File: src/rtl/axil_reg_bank.sv
// AXI-Lite register bank: magic/ID word, write-1-to-pulse register, RW control
// registers driven to the role and RO status words sampled from the role.
module axil_reg_bank #(
    parameter int                      DATA_WIDTH = 32,
    parameter int                      ADDR_WIDTH = 12,
    parameter logic [DATA_WIDTH-1:0]   MAGIC_NUM  = 'h0011_4514,
    parameter int                      CTRL_NUM   = 4,
    parameter int                      STAT_NUM   = 4,
    parameter logic [DATA_WIDTH-1:0]   CTRL_RST   = '0
) (
    input  logic                                              sys_clk,
    input  logic                                              perif_rst_n,
    input  logic [ADDR_WIDTH-1:0]                             s_axil_awaddr,
    input  logic                                              s_axil_awvalid,
    output logic                                              s_axil_awready,
    input  logic [DATA_WIDTH-1:0]                             s_axil_wdata,
    input  logic [DATA_WIDTH/8-1:0]                           s_axil_wstrb,
    input  logic                                              s_axil_wvalid,
    output logic                                              s_axil_wready,
    output logic [1:0]                                        s_axil_bresp,
    output logic                                              s_axil_bvalid,
    input  logic                                              s_axil_bready,
    input  logic [ADDR_WIDTH-1:0]                             s_axil_araddr,
    input  logic                                              s_axil_arvalid,
    output logic                                              s_axil_arready,
    output logic [DATA_WIDTH-1:0]                             s_axil_rdata,
    output logic [1:0]                                        s_axil_rresp,
    output logic                                              s_axil_rvalid,
    input  logic                                              s_axil_rready,
    output logic [CTRL_NUM*DATA_WIDTH-1:0]                    ctrl_o,
    output logic [DATA_WIDTH-1:0]                             pulse_o,
    input  logic [((STAT_NUM > 0) ? STAT_NUM : 1)*DATA_WIDTH-1:0] stat_i
);
    localparam int IW = ADDR_WIDTH - 2;
    localparam int NB = DATA_WIDTH / 8;
    localparam logic [IW-1:0] IDX_PULSE = IW'(1);
    localparam logic [IW-1:0] CTRL_LO   = IW'(2);
    localparam logic [IW-1:0] CTRL_HI   = IW'(2 + CTRL_NUM);
    localparam logic [IW-1:0] STAT_HI   = IW'(2 + CTRL_NUM + STAT_NUM);
    localparam logic [1:0] RESP_OKAY   = 2'b00;
    localparam logic [1:0] RESP_SLVERR = 2'b10;
    localparam logic [1:0] RESP_DECERR = 2'b11;

    generate
        if (DATA_WIDTH != 32) begin : g_bad_data_width
            $error("axil_reg_bank: only DATA_WIDTH=32 is supported");
        end
        if (CTRL_NUM < 1 || CTRL_NUM > 64 || STAT_NUM < 0 || STAT_NUM > 64) begin : g_bad_count
            $error("axil_reg_bank: CTRL_NUM must be 1..64 and STAT_NUM 0..64");
        end
    endgenerate

    typedef enum logic {W_IDLE, W_RESP} w_state_t;
    typedef enum logic {R_IDLE, R_DATA} r_state_t;

    w_state_t               w_state_reg, w_state_next;
    r_state_t               r_state_reg, r_state_next;
    logic                   active_reg;
    logic                   aw_held_reg, w_held_reg;
    logic [IW-1:0]          aw_idx_reg;
    logic [DATA_WIDTH-1:0]  wdata_reg;
    logic [NB-1:0]          wstrb_reg;
    logic [1:0]             bresp_reg, rresp_reg;
    logic [DATA_WIDTH-1:0]  pulse_reg, rdata_reg;
    logic [DATA_WIDTH-1:0]  ctrl_reg [CTRL_NUM];

    logic                   aw_hs, w_hs, ar_hs, commit;
    logic [IW-1:0]          wr_idx, rd_idx;
    logic [DATA_WIDTH-1:0]  wr_data, wr_mask, rd_data;
    logic [NB-1:0]          wr_strb;
    logic                   unused_addr_lsbs;

    // Maps a word index to its response code; writes to RO words are SLVERR.
    function automatic logic [1:0] decode_resp(input logic [IW-1:0] idx, input logic is_write);
        logic [1:0] resp;
        resp = RESP_DECERR;
        if (idx == '0)
            resp = is_write ? RESP_SLVERR : RESP_OKAY;
        else if (idx == IDX_PULSE || (idx >= CTRL_LO && idx < CTRL_HI))
            resp = RESP_OKAY;
        else if (idx >= CTRL_HI && idx < STAT_HI)
            resp = is_write ? RESP_SLVERR : RESP_OKAY;
        return resp;
    endfunction

    assign s_axil_awready = active_reg && (w_state_reg == W_IDLE) && !aw_held_reg;
    assign s_axil_wready  = active_reg && (w_state_reg == W_IDLE) && !w_held_reg;
    assign s_axil_bvalid  = (w_state_reg == W_RESP);
    assign s_axil_bresp   = bresp_reg;
    assign s_axil_arready = active_reg && (r_state_reg == R_IDLE);
    assign s_axil_rvalid  = (r_state_reg == R_DATA);
    assign s_axil_rdata   = rdata_reg;
    assign s_axil_rresp   = rresp_reg;
    assign pulse_o        = pulse_reg;

    assign aw_hs = s_axil_awvalid && s_axil_awready;
    assign w_hs  = s_axil_wvalid && s_axil_wready;
    assign ar_hs = s_axil_arvalid && s_axil_arready;

    // The commit uses whichever half arrives this cycle straight off the bus.
    assign wr_idx  = aw_held_reg ? aw_idx_reg : s_axil_awaddr[ADDR_WIDTH-1:2];
    assign wr_data = w_held_reg ? wdata_reg : s_axil_wdata;
    assign wr_strb = w_held_reg ? wstrb_reg : s_axil_wstrb;
    assign rd_idx  = s_axil_araddr[ADDR_WIDTH-1:2];
    assign unused_addr_lsbs = &{1'b0, s_axil_awaddr[1:0], s_axil_araddr[1:0]};

    genvar gi;
    generate
        for (gi = 0; gi < NB; gi++) begin : g_mask
            assign wr_mask[gi*8 +: 8] = {8{wr_strb[gi]}};
        end
        for (gi = 0; gi < CTRL_NUM; gi++) begin : g_ctrl_out
            assign ctrl_o[gi*DATA_WIDTH +: DATA_WIDTH] = ctrl_reg[gi];
        end
    endgenerate

    always_comb begin
        w_state_next = w_state_reg;
        commit       = 1'b0;
        case (w_state_reg)
            W_IDLE: begin
                if ((aw_held_reg || aw_hs) && (w_held_reg || w_hs)) begin
                    commit       = 1'b1;
                    w_state_next = W_RESP;
                end
            end
            W_RESP: begin
                if (s_axil_bready)
                    w_state_next = W_IDLE;
            end
            default: w_state_next = W_IDLE;
        endcase
    end

    always_ff @(posedge sys_clk or negedge perif_rst_n) begin
        if (!perif_rst_n) begin
            active_reg  <= 1'b0;
            w_state_reg <= W_IDLE;
            aw_held_reg <= 1'b0;
            w_held_reg  <= 1'b0;
            aw_idx_reg  <= '0;
            wdata_reg   <= '0;
            wstrb_reg   <= '0;
            bresp_reg   <= RESP_OKAY;
            pulse_reg   <= '0;
        end else begin
            active_reg  <= 1'b1;
            w_state_reg <= w_state_next;
            if (commit) begin
                aw_held_reg <= 1'b0;
                w_held_reg  <= 1'b0;
                bresp_reg   <= decode_resp(wr_idx, 1'b1);
            end else begin
                if (aw_hs) begin
                    aw_held_reg <= 1'b1;
                    aw_idx_reg  <= s_axil_awaddr[ADDR_WIDTH-1:2];
                end
                if (w_hs) begin
                    w_held_reg <= 1'b1;
                    wdata_reg  <= s_axil_wdata;
                    wstrb_reg  <= s_axil_wstrb;
                end
            end
            pulse_reg <= (commit && wr_idx == IDX_PULSE) ? (wr_data & wr_mask) : '0;
        end
    end

    always_ff @(posedge sys_clk or negedge perif_rst_n) begin
        if (!perif_rst_n) begin
            for (int k = 0; k < CTRL_NUM; k++)
                ctrl_reg[k] <= CTRL_RST;
        end else if (commit) begin
            for (int k = 0; k < CTRL_NUM; k++)
                if (wr_idx == IW'(2 + k))
                    ctrl_reg[k] <= (ctrl_reg[k] & ~wr_mask) | (wr_data & wr_mask);
        end
    end

    // Reads see ctrl_reg before any same-edge commit, i.e. the pre-write value.
    always_comb begin
        rd_data = '0;
        if (rd_idx == '0)
            rd_data = MAGIC_NUM;
        for (int k = 0; k < CTRL_NUM; k++)
            if (rd_idx == IW'(2 + k))
                rd_data = ctrl_reg[k];
        for (int k = 0; k < STAT_NUM; k++)
            if (rd_idx == IW'(2 + CTRL_NUM + k))
                rd_data = stat_i[k*DATA_WIDTH +: DATA_WIDTH];
    end

    always_comb begin
        r_state_next = r_state_reg;
        case (r_state_reg)
            R_IDLE:  if (ar_hs) r_state_next = R_DATA;
            R_DATA:  if (s_axil_rready) r_state_next = R_IDLE;
            default: r_state_next = R_IDLE;
        endcase
    end

    always_ff @(posedge sys_clk or negedge perif_rst_n) begin
        if (!perif_rst_n) begin
            r_state_reg <= R_IDLE;
            rdata_reg   <= '0;
            rresp_reg   <= RESP_OKAY;
        end else begin
            r_state_reg <= r_state_next;
            if (ar_hs) begin
                rdata_reg <= rd_data;
                rresp_reg <= decode_resp(rd_idx, 1'b0);
            end
        end
    end
endmodule
File: config.mk
export PLATFORM = sky130hd
export DESIGN_NAME = axil_reg_bank
export DESIGN_NICKNAME = d
export VERILOG_FILES = /design/src/rtl/axil_reg_bank.sv
export SDC_FILE = /design/constraint.sdc
export NUM_CORES = 1
export LEC_CHECK = 0
export BUFFER_PORTS_ARGS = -buffer_cell sky130_fd_sc_hd__buf_4
export CAP_MARGIN = 20
export CORE_UTILIZATION = 30
export DETAILED_ROUTE_END_ITERATION = 8
export PLACE_DENSITY = 0.54
export REMOVE_ABC_BUFFERS = 1
export SYNTH_ARGS = -nofsm -noshare
export SYNTH_HDL_FRONTEND = slang
export SYNTH_SLANG_ARGS = --single-unit
export TNS_END_PERCENT = 30
File: constraint.sdc
create_clock -name sys_clk -period 3.12 [get_ports sys_clk]
set_input_delay 0 -clock sys_clk [delete_from_list [all_inputs] [get_ports sys_clk]]
set_output_delay 0 -clock sys_clk [all_outputs]
set_load 0.02 [all_outputs]
==> flow_summary.yaml <==
global_route:
  grt_overflow: 0
  grt_max_degree: 85
  grt_use_total: 0.231
  grt_pass1_wl_mm: 70.9
  grt_pass1_vias: 10900
  antenna_found_initial: 4
worst_setup_path:
  critPathMaxFanout: 15
  startpoint: "s_axil_araddr[5]"
  r2r-start: "aw_idx_reg[4]$_DFFE_PN0P_"
  ff2ff_setup_slack_ps: 400
  worstPathArrival_ps: 3370
  worstSetupPathType: "in -> reg"
  reg2reg_depth: 5
  r2r_end: "pulse_o[30]$_DFF_PN0_"
  cp-start-kind: "input pin"
  critPathRequiredTime_ps: 3600
  end_kind: "flip-flop"
  cp-endpoint: "s_axil_rdata[18]$_DFFE_PN0P_"
synth:
  postSynthCellCount: 1015
  synth_top_cell_area_share: 0.510
  synth.area.mux_share: 0.240
  synth_cell_types: 51
  synth_area_per_cell_sq_um: 11.9
  synth_common_cells: "246 x dfrtp_1, 216 x mux2_2, 67 x nor2_1, 47 x clkbuf_1, 39 x a21oi_1"
  synth_area_sq_um: 12100
  synth_area_leaders: "dfrtp_1 51%, mux2_2 20%, mux2i_1 2.6%, nor2_1 2.1%, nor2b_1 1.9%"
  synth_seq_cells: 246
  synth_top_family_by_area: "multiplexers"
  yosys.area.top_type: "dfrtp_1"
  ys.flop_type: "dfrtp_1"
  synth_most_common_cell: "dfrtp_1"
  synthArstFlopShare: 1.00
  synth_xor_area_frac: 0
  yosys.area_share.adder: 0
  synthSimpleGateAreaFrac: 0.108
  synth_edf_count: 0
  synth_seq_area_share: 0.510
  synth_compound_area_frac: 0.114
  ys_warn_count: 0
floorplanning:
  core_area_sq_um: 39700
  core.rowCount: 73
  io_pins: 396
  start_util: 0.304
  die_y_um: 203
  dieWidth_um: 203
  dieArea_sq_um: 41000
outcome:
  status: "finished clean"
sta:
  setup_viol: 0
  finalHoldViolations: 0
  rsz0062_at_grt: "no"
  final.setup_skew_ps: 14.8
  finalWorstSetupSlack_ps: 227
  tightestPinTransition_ps: 1050
  fin_crit_ps: 2890
  period_share: 0.927
  tns_ps: 0
  slew_headroom: 0.300
  fmaxAchievable_mhz: 346
  drv_slew: 0
drt:
  drt-vias-per-instance: 5.04
  wl_per_cell_um: 23.2
  wl_met2_mm: 22.9
  num_vias: 10500
  drtPass1Iterations: 5
  drc: 0
  postRouteWirelength_mm: 48.0
  wl_met3_mm: 2.92
  routedLengthMet1_mm: 21.1
  drtIter0Drc: 561
  ant_nets: 0
  top_layer: "met5"
pwr:
  finalPower_w: 0.00941
  power_leakage_nw: 8.47
  vdd_ir_drop_max_mv: 0.381
  power_density_nw_per_um2: 526
cts:
  cts_tree: "done"
  post_cts_buffers: 0
  cts_sinks: 246
  clk_latency_ps: 550
  htreeDepth: 1
  cts-root-buf: "clkbuf_16"
  numCtsBuffers: 28
  ctsLongestPathBuffers: 3
  path_clk_slew_ps: 60
layout:
  fin_area_sq_um: 17900
  ff_latch_area_sq_um: 6160
  utilization: 0.450
  fillers: 3790
  layout-drive-gt1-share: 0.470
  syn2layout_area_growth_pct: 48.1
  multi_input_area_sq_um: 5620
  fin_nets: 1722
flow_run:
  cap_violations: 0
placement:
  portBuffers: 391
  gp_congestion: 0.816
  pre_cts_slack_ps: 392
  place_area_sq_um: 15700
  hpwl_mm: 33.7
hold_path:
  hold_path_class: "in -> async"
## worst min path at each step
stage                                   endpoint  depth (start not counted)
floorplan             asynchronous set/reset pin                          0
global placement       wdata_reg[11]$_DFFE_PN0P_                          1
detailed placement     wdata_reg[11]$_DFFE_PN0P_                          1
CTS                 s_axil_rdata[10]$_DFFE_PN0P_                          5
global route        s_axil_rdata[11]$_DFFE_PN0P_                          4
finish                 wdata_reg[11]$_DFFE_PN0P_                          2
## worst max-delay path, stage by stage
cell	delay, ps
dlygate4sd3_1	560
buf_4	140
or3b_2	660
or3_1	650
nor2_2	330
buf_4	290
a221o_1	170
dlygate4sd3_1	550
## area by class of cell
type | instances | share of cell area
clock buffer | 41 | 0.0448
antenna | 3 | 0.000420
multi-input combinational | 691 | 0.314
inverter | 8 | 0.00168
clock inverter | 8 | 0.00644
tap | 525 | 0.0367
timing repair buffer | 552 | 0.251
sequential | 246 | 0.344
## where the power goes
group,switching (W),total [W],internal [W]
Combinational,0.00111,0.00219,0.00108
Sequential,0.000268,0.00388,0.00361
Clock,0.00133,0.00334,0.00201
Total,0.00271,0.00941,0.00671
## metrics by stage
stage / hold slack (ps) / cells
floorplan: -296 / 945
detailed placement: 76.9 / 1897
CTS: 24.7 / 2071
global placement: 79.2 / 1897
finish: 48.8 / 2074
global route: 42.7 / 2072
## cells by family (layout without fill, tap and decap cells)
logic type / count (synthesis) / in the layout
flops: 246 / 246
simple gates: 237 / 237
buf+inv: 78 / 609
other cells: 1 / 4
compound gates: 199 / 199
mux: 254 / 254
## what timing repair did
action                                  4_1_cts  5_1_grt
gates resized for setup                       0        1
endpoints found under the setup margin        0        8
endpoints found under the hold margin       326        0
hold buffers                                125        0
## layout by cell type (no fill, tap or decap), types with 3 or more instances in the layout
cell type and count:
nor2b_1 35, nor2_1 65, inv_1 8, nand2_2 4, mux2_2 216, mux2i_1 31
nor2_4 12, buf_4 424, dfrtp_1 245, o22ai_1 18, a21o_1 14, o32ai_1 4
dlygate4sd3_1 125, clkbuf_1 9, nand4_1 13, clkbuf_8 3, a221o_1 11, o21ai_0 34
o22a_1 12, diode_2 3, and3_1 9, o211ai_1 9, nor3_1 26, o2bb2ai_1 13
or4_1 3, nand3_1 13, a21oi_1 39, nor2b_2 9, a211oi_1 28, or3_1 8
clkinv_2 5, clkbuf_16 29, nor3b_1 4, a221oi_1 7, nand2_1 23, mux4_2 7
bufinv_16 3
## routing by layer
metal | global-route usage | up-vias
met5 | 0 | -
met4 | 0.0593 | 2
met3 | 0.0472 | 63
met2 | 0.380 | 341
met1 | 0.309 | 5262
li1 | - | 4793
Power figures use the tool's default switching activity.
